File: src/rtl/hex_scan_display.sv
// hex_scan_display: 8-digit multiplexed seven-segment driver for a 32-bit hex word.
// Define LEADING_ZERO_BLANK_EN to darken digits above the most significant nonzero nibble.
module hex_scan_display #(
  parameter int REFRESH_DIV = 50000
) (
  input  logic        clk,
  input  logic        rst,
  input  logic [31:0] value_in,
  input  logic        value_we,
  input  logic        blank,
  output logic [7:0]  an,
  output logic [6:0]  seg,
  output logic        frame_done
);

  localparam logic [15:0] LAST = 16'(REFRESH_DIV - 1);

  logic [15:0] prescaler;
  logic [2:0]  digit_idx;
  logic [31:0] shadow;
  logic [31:0] display;
  logic        pending;
  logic        tick;
  logic [3:0]  nibble;
  logic        digit_lit;
  logic [7:0]  an_next;
  logic [6:0]  seg_next;

  assign tick       = (prescaler == LAST);
  assign frame_done = tick && (digit_idx == 3'd7);
  assign nibble     = display[{digit_idx, 2'b00} +: 4];

  always_ff @(posedge clk or negedge rst) begin
    if (!rst) begin
      prescaler <= '0;
      digit_idx <= '0;
    end else if (tick) begin
      prescaler <= '0;
      digit_idx <= digit_idx + 3'd1;
    end else begin
      prescaler <= prescaler + 16'd1;
    end
  end

  // The display register only changes on the frame boundary so a frame never tears;
  // a write landing exactly on that boundary bypasses the shadow.
  always_ff @(posedge clk or negedge rst) begin
    if (!rst) begin
      shadow  <= '0;
      display <= '0;
      pending <= 1'b0;
    end else begin
      if (value_we) begin
        shadow <= value_in;
      end
      if (frame_done) begin
        pending <= 1'b0;
        if (value_we) begin
          display <= value_in;
        end else if (pending) begin
          display <= shadow;
        end
      end else if (value_we) begin
        pending <= 1'b1;
      end
    end
  end

`ifdef LEADING_ZERO_BLANK_EN
  logic [2:0] top_digit;

  always_comb begin
    top_digit = 3'd0;
    for (int k = 1; k < 8; k++) begin
      if (display[4*k +: 4] != 4'h0) begin
        top_digit = 3'(k);
      end
    end
  end

  assign digit_lit = (digit_idx <= top_digit);
`else
  assign digit_lit = 1'b1;
`endif

  always_comb begin
    seg_next = 7'h7F;
    case (nibble)
      4'h0: seg_next = 7'h40;
      4'h1: seg_next = 7'h79;
      4'h2: seg_next = 7'h24;
      4'h3: seg_next = 7'h30;
      4'h4: seg_next = 7'h19;
      4'h5: seg_next = 7'h12;
      4'h6: seg_next = 7'h02;
      4'h7: seg_next = 7'h78;
      4'h8: seg_next = 7'h00;
      4'h9: seg_next = 7'h10;
      4'hA: seg_next = 7'h08;
      4'hB: seg_next = 7'h03;
      4'hC: seg_next = 7'h46;
      4'hD: seg_next = 7'h21;
      4'hE: seg_next = 7'h06;
      4'hF: seg_next = 7'h0E;
      default: seg_next = 7'h7F;
    endcase
    an_next = ~(8'd1 << digit_idx);
    if (blank || !digit_lit) begin
      an_next  = 8'hFF;
      seg_next = 7'h7F;
    end
  end

  always_ff @(posedge clk or negedge rst) begin
    if (!rst) begin
      an  <= 8'hFF;
      seg <= 7'h7F;
    end else begin
      an  <= an_next;
      seg <= seg_next;
    end
  end

endmodule

File: config.mk
export PLATFORM = sky130hd
export DESIGN_NAME = hex_scan_display
export DESIGN_NICKNAME = d
export VERILOG_FILES = /design/src/rtl/hex_scan_display.sv
export SDC_FILE = /design/constraint.sdc
export NUM_CORES = 1
export LEC_CHECK = 0
export ABC_AREA = 0
export CAP_MARGIN = 20
export CORE_AREA = 2 2 98 100
export DETAILED_ROUTE_END_ITERATION = 16
export DIE_AREA = 0 0 100 102
export PLACE_DENSITY_LB_ADDON = 0.3
export SLEW_MARGIN = 20
export SYNTH_ARGS = -nofsm -noshare
export SYNTH_HDL_FRONTEND = slang
export SYNTH_SLANG_ARGS = --single-unit
File: constraint.sdc
create_clock -name clk -period 2.4 [get_ports clk]
set_clock_uncertainty 0.2 [all_clocks]
set_input_delay 0.48 -clock clk [delete_from_list [all_inputs] [get_ports clk]]
set_output_delay 0.48 -clock clk [all_outputs]
set_load 0.1 [all_outputs]
==> impl_results.rst <==
.. list-table::
   :header-rows: 1

   * - Metric
     - Value
   * - Total DRC errors in the routed layout
     - 0
   * - Synth Net Count
     - 355
   * - Flop-to-flop setup slack
     - 0.02 ns
   * - Initial DRC Count
     - 81
   * - Routed length per placed instance
     - 16.3 um
   * - Fraction of layout instances using a drive strength above 1
     - 44.3%
   * - Ratio of routed vias to standard cells
     - 5.19
   * - Initial antenna violation count
     - 0
   * - Total gr overflow
     - 0
   * - Number of placed I/O pins
     - 52
   * - Number of maximum-capacitance violations
     - 0
   * - Slew Viols, Final
     - 0
   * - Sequential-to-total area share from yosys stat
     - 56.2%
   * - Vertical die dimension
     - 102 um
   * - Tightest Pin Transition
     - 0.479 ns
   * - Flops & latches, synth
     - 99
   * - Classification of the worst setup path
     - reg -> out
   * - Peak clock frequency supported by timing
     - 0.396 GHz
   * - Post-Syn Area
     - 4440 um^2
   * - Crit-path max FO
     - 2
   * - Number of enable flip-flop cells after synthesis
     - 0
   * - CP endpoint kind
     - output pin
   * - Critical path data required time
     - 1.72 ns
   * - CP cell instances
     - or4b_4 -> nor4_4 -> and2_4 -> buf_12
   * - Proportion of register bits with asynchronous set or reset after synthesis
     - 100%
   * - Cell with the largest stage delay on the worst path
     - or4b_4
   * - Area of the die
     - 10,200 um^2
   * - Fill cell total of the finished layout
     - 716
   * - Die width
     - 100 um
   * - Cell area power density
     - 541 nW/um^2
   * - DPL Wire Length
     - 5.78 mm
   * - Net count reported at finish
     - 444
   * - Static Leakage
     - 2.70 nW
   * - Max-Slew Margin vs Limit
     - 68.0%
   * - Gp weighted congestion
     - 0.862
   * - Maximum number of buffers from clock root to sink
     - 2
   * - Count of yosys warnings during synthesis
     - 0
   * - Number of distinct library cell variants in the gate-level netlist after synthesis
     - 34
   * - Largest net degree at the start of global routing
     - 36
   * - DR pass1 iterations
     - 4
   * - Count of mapped cells out of synthesis
     - 306
   * - GRT Overall Usage
     - 18.0%
   * - Count of buffering cells on the critical path with inverters included
     - 1
   * - Port Buffer Count
     - 51
   * - Setup repair after global routing missed its margin
     - true
   * - Combined flip-flop and latch cell area
     - 2500 um^2
   * - Finished Core Util
     - 61.9%
   * - Number of placement rows
     - 35
   * - Number of H-tree levels
     - 3
   * - Outcome
     - complete, but fails checks
   * - Most common cell after layout, fill and taps aside
     - dfrtp_1
   * - Final count of hold timing violations
     - 0
   * - TritonCTS clock tree
     - yes
   * - Violations in the final reports
     - setup timing
   * - Placeable core region
     - 9110 um^2
   * - Min Clock Period, post-route
     - 2.53 ns
   * - Number of sinks driven by the clock tree
     - 99
   * - Mean post-synth cell area
     - 14.5 um^2
   * - Worst setup SP type
     - register
   * - Clock transition at the registers of the reported paths
     - 0.09 ns
   * - Number of global-route vias before repair
     - 2,861
   * - Worst endpoint data arrival time
     - 1.85 ns
   * - Most common flop cell mapped by yosys
     - dfrtp_1
   * - Worst Hold Class
     - reg -> reg
   * - Gate family responsible for the most delay along the worst path
     - simple AND/OR/NAND/NOR gates
   * - Effective utilization at floorplan
     - 48.8%
   * - Number of inserted diodes
     - 0
   * - Clock buffer count from CTS
     - 9
   * - Cell type with the largest total area after synthesis
     - dfrtp_1
   * - Wire length of the first global-routing pass
     - 14.1 mm
   * - Crit share post-route
     - 105%
   * - Routed wire length
     - 8.34 mm
   * - Top cells by area, synth
     - dfrtp_1, mux2_4, mux2_2, dfstp_2, ha_1
   * - Clock root cell
     - clkbuf_8
   * - Vias after detailed routing
     - 2,651
   * - Layout overhead on the synthesized area
     - 27.0%
   * - Leading cell types in the layout, fill and taps excluded
     - dfrtp_1, buf_4, mux2_2
   * - Post-route worst setup slack
     - -0.128 ns
   * - Dpl ws
     - 0.00556 ns
   * - Count of antenna-violating nets left after detailed routing
     - 0
   * - Final setup violation count
     - 1
   * - Proportion of netlist area held by the largest area contributor
     - 47.3%
   * - Worst hold margin
     - 0.303 ns
   * - Worst vdd rail ir drop
     - 0.000261 V
   * - Highest cell delay on the worst timing path
     - 0.57 ns
   * - Clk_lat worst skew
     - 0.36 ns
   * - Area of the multi-input gates
     - 1940 um^2
==> flip-flops by register name (all words and copies together) (netlist names) <==
signal,flops
an,8
digit_idx,3
display,32
pending,1
prescaler,16
seg,7
shadow,32
==> power breakdown <==
group | switching (mW) | internal [mW] | leakage (nW)
registers | 0.0150 | 1.73 | 1.24
clock network | 0.561 | 0.491 | 0.0983
logic | 0.134 | 0.120 | 1.37
total | 0.710 | 2.34 | 2.70
==> metrics by stage <==
stage               cells  power, mW  cell area (um^2)  TNS (ns)
floorplan             306       1.91              4470         0
global placement      478       2.03              5240         0
detailed placement    478       2.04              5240         0
CTS                   504       3.10              5540    -0.124
global route          511       3.19              5640    -0.318
finish                511       3.05              5640    -0.128
==> cell families (layout without fill, tap and decap cells) <==
logic type / Yosys count / in the layout / share of synthesized area (%)
buf+inv: 22 / 116 / 2.39
xor+xnor: 14 / 14 / 2.76
simple gates: 60 / 60 / 7.52
mux: 86 / 86 / 25.5
compound gates: 12 / 12 / 1.97
fa+ha+maj: 13 / 13 / 3.66
flops: 99 / 99 / 56.2
==> final timing paths <==
check | to | from | depth (start not counted)
min in group asynchronous | prescaler[10] | rst | 2
max in group asynchronous | pending | rst | 3
worst max-delay path | frame_done | prescaler[7] | 4
worst min-delay path | shadow[27] | shadow[27] | 1
worst min register to register | shadow[27] | shadow[27] | 1
worst max register to register | seg[3] | digit_idx[0] | 8
==> cell usage after synthesis, types with 4 or more instances <==
| cell type | n |
|---|---|
| dfrtp_1 | 84 |
| mux2_2 | 36 |
| ha_1 | 13 |
| clkbuf_1 | 8 |
| nand4_1 | 4 |
| inv_1 | 9 |
| mux4_2 | 6 |
| nand2_1 | 10 |
| mux2i_1 | 14 |
| nand3_1 | 8 |
| xor2_1 | 10 |
| xnor2_1 | 4 |
| mux2_4 | 30 |
| dfstp_2 | 15 |
| nor2_1 | 19 |
==> cell type report <==
type / count / share of cell area (%)
flip-flops and latches: 99 / 44.3
clock buffers: 11 / 2.33
well taps: 111 / 2.46
inverters: 9 / 0.599
multi-input cells: 185 / 34.5
clock inverters: 5 / 1.09
repair buffers: 91 / 14.8
==> routing by layer <==
metal	vias up	routed length (um)	track usage, %
li1	1247	-	-
met1	1346	3690	22.8
met2	46	4260	30.4
met3	12	264	4.65
met4	0	124	5.90
met5	-	0	0
==> repair_timing <==
item,4_1_cts,5_1_grt
setup buffers,9,7
hold buffers,1,0
setup endpoints to repair,2,6
pin swaps,4,4
gates resized for setup,9,9
hold endpoints to repair,18,0
(Power assumes the default switching activity.)
